File: config.mk
export PLATFORM = sky130hd
export DESIGN_NAME = dmem_arbiter_flat
export DESIGN_NICKNAME = d
export VERILOG_FILES = /design/src/rtl/dmem_arbiter_if.sv /design/src/rtl/dmem_arbiter.sv /design/src/flat_wrapper.sv
export SDC_FILE = /design/constraint.sdc
export NUM_CORES = 1
export LEC_CHECK = 0
export CAP_MARGIN = 25
export CORE_MARGIN = 3
export CORE_UTILIZATION = 45
export CTS_BUF_LIST = sky130_fd_sc_hd__clkbuf_8
export DETAILED_ROUTE_END_ITERATION = 6
export PLACE_DENSITY = 0.89
export SETUP_SLACK_MARGIN = 0.1
export SLEW_MARGIN = 20
export SYNTH_ARGS = -nofsm -noshare
export SYNTH_HDL_FRONTEND = slang
export SYNTH_SLANG_ARGS = --single-unit
File: constraint.sdc
create_clock -name clk_i -period 2.7 [get_ports clk_i]
set_clock_uncertainty 0.15 [all_clocks]
set_input_delay 0.27 -clock clk_i [delete_from_list [all_inputs] [get_ports clk_i]]
set_output_delay 0.27 -clock clk_i [all_outputs]
set_load 0.01 [all_outputs]
File: src/rtl/dmem_arbiter_if.sv
// Bundle of the two requester ports and the memory-side bus of dmem_arbiter.
// The slave modport is the arbiter's view. The master modport is the view
// of everything around it: the requesters and the memory.
interface dmem_arbiter_if #(
  parameter int ADDR_W = 32,
  parameter int DATA_W = 32
);
  logic              p0_req_i;
  logic              p0_we_i;
  logic [ADDR_W-1:0] p0_addr_i;
  logic [DATA_W-1:0] p0_wdata_i;
  logic              p0_gnt_o;
  logic              p0_done_o;
  logic [DATA_W-1:0] p0_rdata_o;

  logic              p1_req_i;
  logic              p1_we_i;
  logic [ADDR_W-1:0] p1_addr_i;
  logic [DATA_W-1:0] p1_wdata_i;
  logic              p1_gnt_o;
  logic              p1_done_o;
  logic [DATA_W-1:0] p1_rdata_o;

  logic              mem_read_o;
  logic              mem_write_o;
  logic [ADDR_W-1:0] mem_addr_o;
  logic [DATA_W-1:0] mem_wdata_o;
  logic [DATA_W-1:0] mem_rdata_i;
  logic              busy_o;

  modport slave (
    input  p0_req_i, p0_we_i, p0_addr_i, p0_wdata_i,
    input  p1_req_i, p1_we_i, p1_addr_i, p1_wdata_i,
    input  mem_rdata_i,
    output p0_gnt_o, p0_done_o, p0_rdata_o,
    output p1_gnt_o, p1_done_o, p1_rdata_o,
    output mem_read_o, mem_write_o, mem_addr_o, mem_wdata_o, busy_o
  );

  modport master (
    output p0_req_i, p0_we_i, p0_addr_i, p0_wdata_i,
    output p1_req_i, p1_we_i, p1_addr_i, p1_wdata_i,
    output mem_rdata_i,
    input  p0_gnt_o, p0_done_o, p0_rdata_o,
    input  p1_gnt_o, p1_done_o, p1_rdata_o,
    input  mem_read_o, mem_write_o, mem_addr_o, mem_wdata_o, busy_o
  );
endinterface

File: src/rtl/dmem_arbiter.sv
// Two-port round-robin arbiter and access sequencer for the single-port data
// memory. Port 0 is the MEM stage and port 1 is the loader/debug master.
// Each access holds the memory strobe for LAT cycles. It is followed by one
// DONE cycle, in which the other port may be granted straight away.
module dmem_arbiter #(
  parameter int ADDR_W = 32,
  parameter int DATA_W = 32,
  parameter int LAT    = 1
) (
  input  logic          clk_i,
  input  logic          rst_i,
  dmem_arbiter_if.slave bus
);

  typedef enum logic [1:0] {IDLE, ACCESS, DONE} state_t;

  localparam logic [1:0] CNT_INIT = 2'(LAT - 1);

  state_t            state;
  logic [1:0]        cnt;
  logic              last;
  logic              win;

  logic              req0;
  logic              req1;
  logic              start;
  logic              pick;
  logic              sel_we;
  logic [ADDR_W-1:0] sel_addr;
  logic [DATA_W-1:0] sel_wdata;

  // Round-robin choice: a lone requester wins; on a tie, the port that was
  // not served last wins.
  function automatic logic arb_pick(input logic r0, input logic r1, input logic lst);
    logic w;
    if (r0 && r1) w = ~lst;
    else          w = r1;
    return w;
  endfunction

  // Request masking, winner selection and the winner's fields.
  // In DONE, the port that was just served still holds req while it samples
  // done, so its request is ignored for that one cycle.
  always_comb begin
    req0 = bus.p0_req_i;
    req1 = bus.p1_req_i;
    if (state == DONE) begin
      if (win) req1 = 1'b0;
      else     req0 = 1'b0;
    end
    start     = (state != ACCESS) && (req0 || req1);
    pick      = arb_pick(req0, req1, last);
    sel_we    = pick ? bus.p1_we_i    : bus.p0_we_i;
    sel_addr  = pick ? bus.p1_addr_i  : bus.p0_addr_i;
    sel_wdata = pick ? bus.p1_wdata_i : bus.p0_wdata_i;
  end

  // Access sequencer FSM. All outputs are registered.
  always_ff @(posedge clk_i or negedge rst_i) begin
    if (!rst_i) begin
      state           <= IDLE;
      cnt             <= 2'd0;
      last            <= 1'b1;
      win             <= 1'b0;
      bus.p0_gnt_o    <= 1'b0;
      bus.p1_gnt_o    <= 1'b0;
      bus.p0_done_o   <= 1'b0;
      bus.p1_done_o   <= 1'b0;
      bus.p0_rdata_o  <= '0;
      bus.p1_rdata_o  <= '0;
      bus.mem_read_o  <= 1'b0;
      bus.mem_write_o <= 1'b0;
      bus.mem_addr_o  <= '0;
      bus.mem_wdata_o <= '0;
    end else begin
      bus.p0_done_o <= 1'b0;
      bus.p1_done_o <= 1'b0;
      case (state)
        IDLE, DONE: begin
          if (start) begin
            win             <= pick;
            last            <= pick;
            bus.p0_gnt_o    <= ~pick;
            bus.p1_gnt_o    <= pick;
            bus.mem_read_o  <= ~sel_we;
            bus.mem_write_o <= sel_we;
            bus.mem_addr_o  <= sel_addr;
            bus.mem_wdata_o <= sel_wdata;
            cnt             <= CNT_INIT;
            state           <= ACCESS;
          end else begin
            state <= IDLE;
          end
        end
        ACCESS: begin
          if (cnt == 2'd0) begin
            if (bus.mem_read_o) begin
              if (win) bus.p1_rdata_o <= bus.mem_rdata_i;
              else     bus.p0_rdata_o <= bus.mem_rdata_i;
            end
            if (win) bus.p1_done_o <= 1'b1;
            else     bus.p0_done_o <= 1'b1;
            bus.mem_read_o  <= 1'b0;
            bus.mem_write_o <= 1'b0;
            bus.p0_gnt_o    <= 1'b0;
            bus.p1_gnt_o    <= 1'b0;
            state           <= DONE;
          end else begin
            cnt <= cnt - 2'd1;
          end
        end
        default: state <= IDLE;
      endcase
    end
  end

  assign bus.busy_o = (state != IDLE);

endmodule

File: src/flat_wrapper.sv
// flat-port wrapper written by rule: the top's interface ports become plain ports
module dmem_arbiter_flat 
#(
  parameter int ADDR_W = 32,
  parameter int DATA_W = 32,
  parameter int LAT    = 1
)
  (clk_i, rst_i, bus_p0_req_i, bus_p0_we_i, bus_p0_addr_i, bus_p0_wdata_i, bus_p1_req_i, bus_p1_we_i, bus_p1_addr_i, bus_p1_wdata_i, bus_mem_rdata_i, bus_p0_gnt_o, bus_p0_done_o, bus_p0_rdata_o, bus_p1_gnt_o, bus_p1_done_o, bus_p1_rdata_o, bus_mem_read_o, bus_mem_write_o, bus_mem_addr_o, bus_mem_wdata_o, bus_busy_o);
  dmem_arbiter_if #(.ADDR_W(ADDR_W), .DATA_W(DATA_W)) bus_i ();
  input  logic clk_i;
  input  logic rst_i;
  input wire logic [$bits(bus_i.p0_req_i)-1:0] bus_p0_req_i;
  input wire logic [$bits(bus_i.p0_we_i)-1:0] bus_p0_we_i;
  input wire logic [$bits(bus_i.p0_addr_i)-1:0] bus_p0_addr_i;
  input wire logic [$bits(bus_i.p0_wdata_i)-1:0] bus_p0_wdata_i;
  input wire logic [$bits(bus_i.p1_req_i)-1:0] bus_p1_req_i;
  input wire logic [$bits(bus_i.p1_we_i)-1:0] bus_p1_we_i;
  input wire logic [$bits(bus_i.p1_addr_i)-1:0] bus_p1_addr_i;
  input wire logic [$bits(bus_i.p1_wdata_i)-1:0] bus_p1_wdata_i;
  input wire logic [$bits(bus_i.mem_rdata_i)-1:0] bus_mem_rdata_i;
  output wire logic [$bits(bus_i.p0_gnt_o)-1:0] bus_p0_gnt_o;
  output wire logic [$bits(bus_i.p0_done_o)-1:0] bus_p0_done_o;
  output wire logic [$bits(bus_i.p0_rdata_o)-1:0] bus_p0_rdata_o;
  output wire logic [$bits(bus_i.p1_gnt_o)-1:0] bus_p1_gnt_o;
  output wire logic [$bits(bus_i.p1_done_o)-1:0] bus_p1_done_o;
  output wire logic [$bits(bus_i.p1_rdata_o)-1:0] bus_p1_rdata_o;
  output wire logic [$bits(bus_i.mem_read_o)-1:0] bus_mem_read_o;
  output wire logic [$bits(bus_i.mem_write_o)-1:0] bus_mem_write_o;
  output wire logic [$bits(bus_i.mem_addr_o)-1:0] bus_mem_addr_o;
  output wire logic [$bits(bus_i.mem_wdata_o)-1:0] bus_mem_wdata_o;
  output wire logic [$bits(bus_i.busy_o)-1:0] bus_busy_o;
  assign bus_i.p0_req_i = bus_p0_req_i;
  assign bus_i.p0_we_i = bus_p0_we_i;
  assign bus_i.p0_addr_i = bus_p0_addr_i;
  assign bus_i.p0_wdata_i = bus_p0_wdata_i;
  assign bus_i.p1_req_i = bus_p1_req_i;
  assign bus_i.p1_we_i = bus_p1_we_i;
  assign bus_i.p1_addr_i = bus_p1_addr_i;
  assign bus_i.p1_wdata_i = bus_p1_wdata_i;
  assign bus_i.mem_rdata_i = bus_mem_rdata_i;
  assign bus_p0_gnt_o = bus_i.p0_gnt_o;
  assign bus_p0_done_o = bus_i.p0_done_o;
  assign bus_p0_rdata_o = bus_i.p0_rdata_o;
  assign bus_p1_gnt_o = bus_i.p1_gnt_o;
  assign bus_p1_done_o = bus_i.p1_done_o;
  assign bus_p1_rdata_o = bus_i.p1_rdata_o;
  assign bus_mem_read_o = bus_i.mem_read_o;
  assign bus_mem_write_o = bus_i.mem_write_o;
  assign bus_mem_addr_o = bus_i.mem_addr_o;
  assign bus_mem_wdata_o = bus_i.mem_wdata_o;
  assign bus_busy_o = bus_i.busy_o;
  dmem_arbiter #(.ADDR_W(ADDR_W), .DATA_W(DATA_W), .LAT(LAT)) u_core (.clk_i(clk_i), .rst_i(rst_i), .bus(bus_i));
endmodule
Word-level counts from Yosys, hierarchy flattened
Cells that the tools add are included.

word-level totals
  flip-flop bits (word level) = 140
  input port bits = 166
  output and inout port bits = 135
  word-level logic and storage cells = 67

operators by class
  $add $sub $neg = 1
  eq/ne operators = 6
  muxes and demuxes = 29
  bitwise gates (word level) = 4
  reductions and logical operators = 13

operator list
  cell                                                  number
  2-to-1 mux 32 bit                                     2
  2-to-1 mux 1 bit                                      18
  case mux 1 bit (2 select lines)                       4
  case mux 2 bit (2 select lines)                       2
  AND reduction 4 bit                                   2
  2-to-1 mux 2 bit                                      3
  != test 2 x 1 -> 1 bit (second input constant)        3
  AND reduction 3 bit                                   2
  zero test 2 bit                                       2
  inverter 1 bit                                        4
  nonzero test 2 bit                                    2
  equality test 2 x 1 -> 1 bit (second input constant)  1
  equality test 2 bit (second input constant)           1
  logical AND 1 bit                                     2
  != test 2 bit (second input constant)                 1
  AND reduction 2 bit                                   1
  OR reduction 2 bit                                    1
  subtractor 2 x 1 -> 2 bit (second input constant)     1
  logical OR 1 bit                                      1

Depth between registers and ports, before layout
Gate-level depths: netlist (run 1).

  depth in word-level cells = 8
  depth in mapped cells = 8
  depth with buffers taken out = 7

Worst setup path before layout (run 1)
OpenSTA, ideal clock, no wires.

  path type = register to register
  start point = register u_core.cnt[0]
  end point = register u_core.bus.p0_rdata_o[10]
  library setup time = 0.125 ns
  arrival time = 1.520 ns
  required time = 2.425 ns
  setup slack = 0.905 ns
  stages on the path, launching flop included = 9
  buffers on the path = 1
  period minus slack after synthesis = 1.795 ns
  cell sequence = dfrtp_1 -> inv_1 -> ha_1 -> nand3b_4 -> inv_2 -> nand2_1 -> nor2_2 -> buf_4 -> mux2_2

on the way
  word-level cells in the longest chain between the ends = 2

RTL lines
  what                                  RTL line               source
  start, declared                       dmem_arbiter.sv:20     logic [1:0] cnt;
  start signal, assigned                dmem_arbiter.sv:109    cnt <= cnt - 2'd1;
  zero test 2 bit                       dmem_arbiter.sv:96     if (cnt == 2'd0) begin
  AND reduction 4 bit (no source line)  n/a
  end signal, assigned                  dmem_arbiter.sv:99     else bus.p0_rdata_o <= bus.mem_rdata_i;
  end, declared                         dmem_arbiter_if.sv:35  output p0_gnt_o, p0_done_o, p0_rdata_o,

Every way passes these cells.
A chain may end at the register's enable or synchronous reset.

Worst setup path in the final report (run 1)
  start point = register u_core.state[0]
  end point = output port bus_busy_o

on the way
  word-level cells in the longest chain between the ends = 1

RTL lines
  what                    RTL line             source
  start, declared         dmem_arbiter.sv:19   state_t state;
  start signal, assigned  dmem_arbiter.sv:61   state <= IDLE;
  start signal, assigned  dmem_arbiter.sv:90   state <= ACCESS;
  start signal, assigned  dmem_arbiter.sv:92   state <= IDLE;
  nonzero test 2 bit      dmem_arbiter.sv:117  assign bus.busy_o = (state != IDLE);
  end, declared           flat_wrapper.sv:31   output wire logic [$bits(bus_i.busy_o)-1:0] bus_busy_o;

Every way passes these cells.

==> results of run 1 <==
## final timing paths
kind                                   start                        end  slack (ps)  cells past startpoint
min in group clk_i         bus_p0_addr_i[21]  u_core.bus.mem_addr_o[21]         240                      3
min reg2reg                      u_core.last                u_core.last         330                      2
max in group asynchronous              rst_i  u_core.bus.mem_addr_o[22]        1370                      3
max reg2reg                  u_core.state[0]  u_core.bus.mem_wdata_o[5]         550                      5
min                                    rst_i   u_core.bus.mem_addr_o[6]         240                      2
max                          u_core.state[0]                 bus_busy_o         420                      2
## registers in the layout, summed over array words and instances, names as in the netlist
name,flops
u_core.bus.p0_gnt_o,1
u_core.bus.p0_rdata_o,32
u_core.bus.mem_wdata_o,32
u_core.bus.mem_addr_o,32
u_core.state,2
u_core.bus.mem_write_o,1
u_core.bus.p1_rdata_o,32
u_core.bus.mem_read_o,1
u_core.cnt,2
u_core.bus.p1_done_o,1
u_core.win,1
u_core.bus.p0_done_o,1
u_core.bus.p1_gnt_o,1
u_core.last,1
## metal layers
layer  vias up  GRT usage
met5         -          0
met3        26     0.0851
met2       208      0.450
met4         0     0.0807
li1       2266          -
met1      2397      0.266
## power groups by stage
stage	clock [mW]	sequential (mW)	combinational, mW
after floorplan	0	4.16	2.00
after global placement	0	3.73	5.08
after detailed placement	0	3.82	5.27
after CTS	1.91	3.80	5.31
after global routing	2.00	3.92	5.60
final	1.87	3.79	5.23
## layout by cell type, fill, tap and decap left out, types with 2 or more instances in the layout
cell type        synthesis  layout
nor2b_1                  2       2
clkinv_4                 0       2
mux2i_1                 43      43
nand2_1                 13      13
inv_1                   10      10
buf_12                   0       3
clkbuf_8                 0      19
mux2_1                   9       9
o22ai_1                  8       8
bufinv_16                0       4
or3_1                    2       2
mux2_2                  55      55
clkinv_2                 0       2
nand2b_1                 2       2
inv_6                    0       2
o22ai_2                  7       7
a21oi_1                 44      44
a22oi_1                  6       6
o21ai_0                  8       8
dfrtp_1                139     139
clkinvlp_4               0       3
nand3_1                  3       3
clkdlybuf4s50_1          0     299
buf_4                   11      11
nor2_1                  74      74
## layout make-up
| type | instances | area share |
|---|---|---|
| flip-flops and latches | 140 | 0.368 |
| inverters | 11 | 0.00433 |
| well taps | 172 | 0.0226 |
| clock buffers | 19 | 0.0275 |
| multi-input cells | 294 | 0.227 |
| clock inverters | 13 | 0.0197 |
| repair buffers | 315 | 0.331 |
## cells by family (layout without fill, tap and decap cells)
group,Yosys count,after routing,synth area share
flops,140,140,0.592
mux,107,107,0.194
simple gates,106,106,0.0796
compound gates,80,80,0.0883
buf+inv,41,358,0.0441
fa+ha+maj,1,1,0.00211
## timing repair
action,in CTS,in global routing
setup buffers,0,0
hold buffers,1,0
setup endpoints to repair,0,0
resized for setup,0,0
hold endpoints to repair,60,0
## metrics by stage
stage | std cells | setup slack, ps | power (mW)
5_1_grt | 964 | 353 | 11.5
3_5_place_dp | 931 | 344 | 9.09
4_1_cts | 964 | 388 | 11.0
3_3_place_gp | 931 | 502 | 8.82
2_1_floorplan | 475 | 905 | 6.16
6_report | 964 | 425 | 10.9
==> summary.md, run 1 <==
| Metric | Value |
|---|---|
| Run status | finished clean |
| Clock latency on the worst-skew pair | 440 ps |
| Clock transition at path regs | 80 ps |
| Synthesized netlist cell count | 475 |
| Routed wire length | 17,800 microns |
| Synth top area cells | dfrtp_1, mux2_2, mux2i_1 |
| Slew headroom | 0.610 |
| Crit path largest cell delay | 550 ps |
| Placed instance area | 9070 sq um |
| WL/cell | 18.5 microns |
| Fin util | 0.749 |
| Most frequent cell after synthesis | dfrtp_1 |
| WS Path Type | flop to output pin |
| Global-route congestion overflow total | 0 |
| Io pins | 301 |
| Final Hold Vio Count | 0 |
| Worst Tran Pin Value | 585 ps |
| Net Sw Frac | 0.341 |
| Slowest-stage cell, CP | dfrtp_1 |
| Total track usage | 0.246 |
| Initial antenna violation count | 0 |
| Reg power frac | 0.348 |
| Top cell family by delay on the critical path | flip-flops |
| DR top layer | met4 |
| Vias in the first global route | 5,238 |
| Net Sw Power | 3.71 mW |
| Seq/Total Area, Yosys | 0.592 |
| Synth cell count leaders | dfrtp_1, nor2_1, mux2_2 |
| # nets final | 946 |
| Post-synthesis instance area | 5920 sq um |
| Min Tclk post-route | 2280 ps |
| Post-route setup TNS | 0 ps |
| Number of flops mapped to enable cells by yosys | 0 |
| ANT cells | 0 |
| Slew Viols, Final | 0 |
| Hold WS | 237 ps |
| Share of the synthesized area in the top cell type | 0.587 |
| PortBufs | 300 |
| Cell leakage power | 4.07 nW |
| CTS sink cnt | 140 |
| Met3 WL | 1460 microns |
| Hold/Removal Path Class | input port to asynchronous set/reset pin |
| Clock Path Buffers | 2 |
| M1 wire length | 6300 microns |
| Largest net degree at the start of global routing | 70 |
| Worst setup EP type | output pin |
| Synth Area per Inst | 12.5 sq um |
| Mapped Nets | 642 |
| Post-DR vias/cell | 5.08 |
| Critical Path AT | 1860 ps |
| RSZ-0062 raised after global routing | false |
| Final ANT Viol Nets | 0 |
| Startpoint types | flop |
| First-pass GRT wire length | 27,800 microns |
| Multi-input combinational cell area | 2160 sq um |
| Die Width | 121 microns |
| GPL Wtd Cong | 0.827 |
| Sequential cell area | 3500 sq um |
| Crit-path max FO | 11 |
| Design Area, Final | 9530 sq um |
| Clk Tree Root Cell | clkbuf_8 |
| Die Ht | 121 microns |
| Clock buffer count from CTS | 17 |
| HPWL Detailed | 13,700 microns |
| Yosys warns | 0 |
| Starting Density | 0.466 |
| Post-synth top flop | dfrtp_1 |
| Layout cells sized above 1 | 0.150 |
| Power density over the cells | 1140 nW/um^2 |
| Fin crit share | 0.843 |
| Area growth from synthesis to layout | 60.8% |
| Crit path buf inv count | 1 |
| Max frequency | 0.440 GHz |
| # DRC | 0 |
| Crit-path cells | or2_2 > clkdlybuf4s50_1 |
| First-pass DRT Iterations | 4 |
| Comb power frac | 0.480 |
| Synth unique cells | 40 |
| DR iter-0 viols | 260 |
| H-tree depth | 4 |
| Critical Path RT | 2280 ps |
| Maximum capacitance violations | 0 |
| TritonCTS clock tree | built |
| Row count | 41 |
| Core Region | 12,700 sq um |
| Pint | 7.19 mW |
| Setup-failing EPs final | 0 |
| Vias | 4,897 |
| Fillers | 842 |
| Synth area leader | dfrtp_1 |
| Die area | 14,600 sq um |
| Clock power share | 0.172 |
| Asr flop ratio synth | 1.00 |
| Met2 WL | 9710 microns |
| Peak VDD IR | 0.679 mV |
| #FFs+latches synth | 140 |
Note: power is estimated with default switching activity, not from simulation.
==> inputs of run 2 (changes only) <==
--- a/config.mk
+++ b/config.mk
@@ -7,10 +7,10 @@
 export LEC_CHECK = 0
 export CAP_MARGIN = 25
 export CORE_MARGIN = 3
-export CORE_UTILIZATION = 45
+export CORE_UTILIZATION = 41
 export CTS_BUF_LIST = sky130_fd_sc_hd__clkbuf_8
 export DETAILED_ROUTE_END_ITERATION = 6
-export PLACE_DENSITY = 0.89
+export PLACE_DENSITY = 0.82
 export SETUP_SLACK_MARGIN = 0.1
 export SLEW_MARGIN = 20
 export SYNTH_ARGS = -nofsm -noshare
==> constraint.sdc (replaced) <==
create_clock -name clk_i -period 2.1 [get_ports clk_i]
set_clock_uncertainty 0.15 [all_clocks]
set_input_delay 0.21 -clock clk_i [delete_from_list [all_inputs] [get_ports clk_i]]
set_output_delay 0.21 -clock clk_i [all_outputs]
set_load 0.01 [all_outputs]
==> run 2 against run 1 <==
  * Register-to-register slack got worse by 420 ps
  * Clock-buffer cell count is the same
  * Cell count up 3.5%
  * Hold slack got worse by 150 ps
  * Largest cell class unchanged
  * Sequential cell count is the same
  * Setup slack worse by 300 ps
  * Combinational power is 40% higher
  * Core utilization decreased by 3.8 points
  * Via count grew 1.0%
==> summary.md, run 2 (same netlist as run 1, synthesis figures left out) <==
| Metric | Value |
|---|---|
| CTS sink cnt | 140 |
| Commonest non-fill, non-tap cell in the layout | clkdlybuf4s50_1 |
| Critical Path RT | 2260 ps |
| First-pass GRT wire length | 27,200 microns |
| Routed wire length | 18,000 microns |
| Critical Path AT | 2140 ps |
| Io pins | 301 |
| Die Ht | 126 microns |
| Setup-failing EPs final | 0 |
| Largest net degree at the start of global routing | 44 |
| Slowest-stage cell, CP | dfrtp_2 |
| ANT cells | 0 |
| Fin crit share | 0.939 |
| Crit path buf inv count | 3 |
| Placed instance area | 9240 sq um |
| Slew headroom | 0.748 |
| Grt peak-use layer | met2 |
| Crit path largest cell delay | 430 ps |
| GRT met2 Usage | 0.385 |
| Die area | 15,900 sq um |
| Hold WS | 87.1 ps |
| M1 GR Usage | 0.230 |
| Final Hold Vio Count | 0 |
| Core Region | 14,000 sq um |
| Hold/Removal Path Class | input port to asynchronous set/reset pin |
| Area growth from synthesis to layout | 67.9% |
| Peak VDD IR | 1.04 mV |
| Layout cells sized above 1 | 0.188 |
| Post-route setup TNS | 0 ps |
| Startpoint types | flop |
| Cell leakage power | 4.27 nW |
| Design Area, Final | 9950 sq um |
| GPL Wtd Cong | 0.843 |
| H-tree depth | 4 |
| Clk Tree Root Cell | clkbuf_8 |
| Clock transition at path regs | 80 ps |
| Starting Density | 0.424 |
| Slew Viols, Final | 0 |
| Most common cell on crit path | buf_12 |
| Vias | 4,946 |
| First-pass DRT Iterations | 4 |
| PortBufs | 300 |
| Max frequency | 0.507 GHz |
| Global-route track usage on met3 | 0.0729 |
| HPWL Detailed | 13,200 microns |
| Crit-path cells | buf_12 > nor2b_1 > o211ai_1 > buf_6 > buf_12 > mux2i_1 > a21oi_1 |
| WL/cell | 18.0 microns |
| # DRC | 0 |
| Run status | finished clean |
| Worst setup EP type | flop |
| Global-route congestion overflow total | 0 |
| Min Tclk post-route | 1970 ps |
| Power density over the cells | 1460 nW/um^2 |
| WS Path Type | flop to flop |
| Vias in the first global route | 5,316 |
| Crit-path max FO | 12 |
| TritonCTS clock tree | built |
| # nets final | 972 |
| Row count | 43 |
| Die Width | 126 microns |
| Total track usage | 0.216 |
| Worst Tran Pin Value | 376 ps |
| Clock buffer count from CTS | 17 |
| DR iter-0 viols | 190 |
| RSZ-0062 raised after global routing | true |
| Post-DR vias/cell | 4.96 |
| Maximum capacitance violations | 0 |
| Top cell family by delay on the critical path | buffers and inverters |
| Clock latency on the worst-skew pair | 440 ps |
| Initial antenna violation count | 0 |
| Final ANT Viol Nets | 0 |
| Commonest non-fill, non-tap cells in the layout | clkdlybuf4s50_1, dfrtp_1, nor2_1 |
| Clock Path Buffers | 2 |
-- run 2: cell types whose count changed in the layout (fill, tap and decap cells not counted), sizes merged --
cell	change
clkdlybuf4s50	-1
dlygate4sd2	+1
clkinvlp	+1
clkinv	-3
inv	+2
clkbuf	+3
buf	+23
-- run 2: layout make-up --
cell class | instances | area [sq um]
Fill cell | 948 | 4040
Timing Repair Buffer | 341 | 3490
Inverter | 11 | 43.8
Sequential cell | 140 | 3510
Clock inverter | 13 | 189
Tap cell | 180 | 225
Multi-Input combinational cell | 294 | 2230
Clock buffer | 19 | 262
-- run 2: final timing paths --
path,start,cells after the start,slack (ps),to
setup / recovery,u_core.state[1],7,130,u_core.bus.mem_wdata_o[13]
hold / removal,rst_i,2,90,u_core.bus.p0_rdata_o[8]
setup reg to reg,u_core.state[1],7,130,u_core.bus.mem_wdata_o[13]
hold reg to reg,u_core.bus.p1_gnt_o,2,340,u_core.bus.p1_gnt_o
max in group asynchronous,rst_i,3,1040,u_core.last
min in group clk_i,bus_p0_addr_i[25],3,180,u_core.bus.mem_addr_o[25]
-- run 2: what timing repair did --
action,in CTS,in global routing
pin swaps,0,3
hold buffers,1,0
gates resized for setup,3,23
endpoints found under the setup margin,16,81
endpoints found under the hold margin,139,0
gates cloned,0,4
buffers inserted,4,5
-- run 2: metal layers --
layer | routed length, microns | vias to the layer above
li1 | - | 2309
met1 | 6590 | 2394
met2 | 9430 | 204
met3 | 1400 | 39
met4 | 541 | 0
met5 | 0 | -
-- run 2: stage by stage --
step,worst slack [ps],cells,power [mW],utilization
after floorplan,305,475,7.93,-
after global routing,43.7,998,15.4,0.711
final,127,998,14.5,0.711
after CTS,107,989,14.3,0.696
after global placement,48.5,952,11.6,0.660
after detailed placement,-50.9,952,11.8,0.660
-- run 2: report_power, final --
| group | switching, mW | leakage (nW) | total (mW) | internal, mW |
|---|---|---|---|---|
| combinational | 3.03 | 2.43 | 7.30 | 4.27 |
| sequential | 0.761 | 1.62 | 4.81 | 4.05 |
| clock | 1.04 | 0.217 | 2.41 | 1.37 |
| total | 4.83 | 4.27 | 14.5 | 9.69 |
==> inputs of run 3 (changes only) <==
--- a/config.mk
+++ b/config.mk
@@ -7,10 +7,10 @@
 export LEC_CHECK = 0
 export CAP_MARGIN = 25
 export CORE_MARGIN = 3
-export CORE_UTILIZATION = 41
+export CORE_UTILIZATION = 35
 export CTS_BUF_LIST = sky130_fd_sc_hd__clkbuf_8
 export DETAILED_ROUTE_END_ITERATION = 6
-export PLACE_DENSITY = 0.82
+export PLACE_DENSITY = 0.72
 export SETUP_SLACK_MARGIN = 0.1
 export SLEW_MARGIN = 20
 export SYNTH_ARGS = -nofsm -noshare
==> constraint.sdc (replaced) <==
create_clock -name clk_i -period 2.1 [get_ports clk_i]
set_clock_uncertainty 0.15 [all_clocks]
set_input_delay 0.63 -clock clk_i [delete_from_list [all_inputs] [get_ports clk_i]]
set_output_delay 0.63 -clock clk_i [all_outputs]
set_load 0.01 [all_outputs]
==> run 3 against run 2 <==
  * Total power down 8.3%
  * Global-route usage down 2.9 points
  * Fmax up 0.77%
  * Via count down 1.2%
  * Die area up 16%
  * Setup slack better by 15 ps
  * Core utilization down 11 points
  * Hold slack better by 250 ps
  * Critical path type is now flop to output pin
  * Design area down 1.1%
  * Clock power down 11%
  * Combinational power down 12%
==> summary.md, run 3 (same netlist as run 1, synthesis figures left out) <==
| Metric | Value |
|---|---|
| Run status | finished clean |
| Clock transition at path regs | 80 ps |
| Startpoint types | flop |
| Worst hold endpoint | u_core.bus.mem_write_o |
| Clock buffer count from CTS | 17 |
| PortBufs | 300 |
| Global-route congestion overflow total | 0 |
| Cell leakage power | 4.40 nW |
| Final ANT Viol Nets | 0 |
| Total track usage | 0.186 |
| Post-DR vias/cell | 4.73 |
| HPWL Detailed | 13,200 microns |
| Die Ht | 136 microns |
| Clock Path Buffers | 2 |
| Die Width | 136 microns |
| Fin crit share | 0.932 |
| Core Region | 16,200 sq um |
| First-pass DRT Iterations | 4 |
| Hold WS | 335 ps |
| Row count | 46 |
| Crit-path max FO | 2 |
| Worst Tran Pin Value | 303 ps |
| Setup-failing EPs final | 0 |
| Vias in the first global route | 5,238 |
| GPL Wtd Cong | 0.794 |
| Inst Count DP | 989 |
| WS Path Type | flop to output pin |
| Reg2Reg Setup Slack | 160 ps |
| Placed instance area | 9260 sq um |
| Min Tclk post-route | 1960 ps |
| Vias | 4,886 |
| Slew headroom | 0.797 |
| # nets final | 970 |
| DR iter-0 viols | 127 |
| Area growth from synthesis to layout | 66.0% |
| Critical Path RT | 1320 ps |
| Io pins | 301 |
| Hold path startpoint | u_core.bus.mem_write_o |
| Power density over the cells | 1350 nW/um^2 |
| H-tree depth | 4 |
| Peak VDD IR | 0.603 mV |
| Commonest non-fill, non-tap cell in the layout | clkdlybuf4s50_1 |
| Clock latency on the worst-skew pair | 420 ps |
| Starting Density | 0.365 |
| Layout cells sized above 1 | 0.194 |
| R2r endpoint | u_core.bus.p0_rdata_o[30] |
| Layout Cells excl Fill | 1,032 |
| Worst setup EP type | output pin |
| Fin util | 0.606 |
| WL/cell | 17.4 microns |
| TritonCTS clock tree | built |
| Pre-CTS setup slack | -457 ps |
| # DRC | 0 |
| Hold/Removal Path Class | flop to flop |
| Largest net degree at the start of global routing | 48 |
| First-pass GRT wire length | 27,100 microns |
| Maximum capacitance violations | 0 |
| Clk Tree Root Cell | clkbuf_8 |
| Routed wire length | 18,000 microns |
| RR Startpoint | u_core.cnt[0] |
| Cells on worst reg2reg path | 8 |
| Critical Path AT | 1180 ps |
| Design Area, Final | 9830 sq um |
| Die area | 18,500 sq um |
| Slew Viols, Final | 0 |
| Initial antenna violation count | 0 |
| Hold path depth | 2 |
| CTS sink cnt | 140 |
| ANT cells | 0 |
| Max frequency | 0.511 GHz |
| RSZ-0062 raised after global routing | true |
| Commonest non-fill, non-tap cells in the layout | clkdlybuf4s50_1, dfrtp_1, dlygate4sd2_1 |
| Final WS setup | 142 ps |
| Final Hold Vio Count | 0 |
## run 3: changes by cell type in the layout (fill, tap and decap cells not counted), sizes merged
cell	before	now
clkinv	1	2
inv	15	19
clkinvlp	4	3
dlymetal6s2s	0	2
clkdlybuf4s50	298	162
buf	38	37
dlygate4sd2	1	134
clkbuf	22	20
bufinv	4	2
## run 3: per-stage QoR
step	setup TNS [ps]	power (mW)
2_1_floorplan	0	7.93
3_3_place_gp	-21690	11.5
3_5_place_dp	-26990	11.8
4_1_cts	0	13.2
5_1_grt	0	14.2
6_report	0	13.3
## run 3: cell type report
class,instances,area [sq um]
Timing Repair Buffer,339,3340
Inverter,11,41.3
Tap cell,216,270
Clock buffer,17,234
Multi-Input combinational cell,294,2280
Sequential cell,140,3500
Fill cell,1356,6400
Clock inverter,15,161
## run 3: critical path, cell delays in order, from the launching register on
cell	delay, ps
dfrtp_1	390
or2_4	250
buf_6	120
## run 3: metal layers
metal / GRT usage / part of all wire / routed length, microns
met1: 0.209 / 0.39 / 6970
met2: 0.337 / 0.52 / 9350
met3: 0.0537 / 0.077 / 1380
met4: 0.0638 / 0.017 / 300
met5: 0 / 0 / 0
## run 3: timing repair
item,4_1_cts,5_1_grt
endpoints found under the setup margin,177,98
buffers inserted,2,0
pin swaps,1,6
cloned,2,6
hold buffers,1,0
gates resized for setup,149,28
hold endpoints to repair,26,0
## run 3: how the worst max path moves through the flow
stage                          from                         to  slack (ps)  cells past startpoint
floorplan              bus_p1_req_i  u_core.bus.mem_addr_o[15]         180                      6
global placement       bus_p1_req_i  u_core.bus.mem_wdata_o[1]        -350                      6
detailed placement     bus_p1_req_i   u_core.bus.mem_addr_o[3]        -460                      6
CTS                    bus_p0_req_i  u_core.bus.mem_wdata_o[1]         100                      7
global route          u_core.cnt[1]  u_core.bus.p0_rdata_o[29]          60                      8
finish              u_core.state[0]                 bus_busy_o         140                      2
## run 3: report_power, final
group | switching, mW | leakage, nW | internal [mW]
Combinational | 3.09 | 2.58 | 3.34
Clock | 1.08 | 0.196 | 1.08
Sequential | 0.688 | 1.62 | 4.04
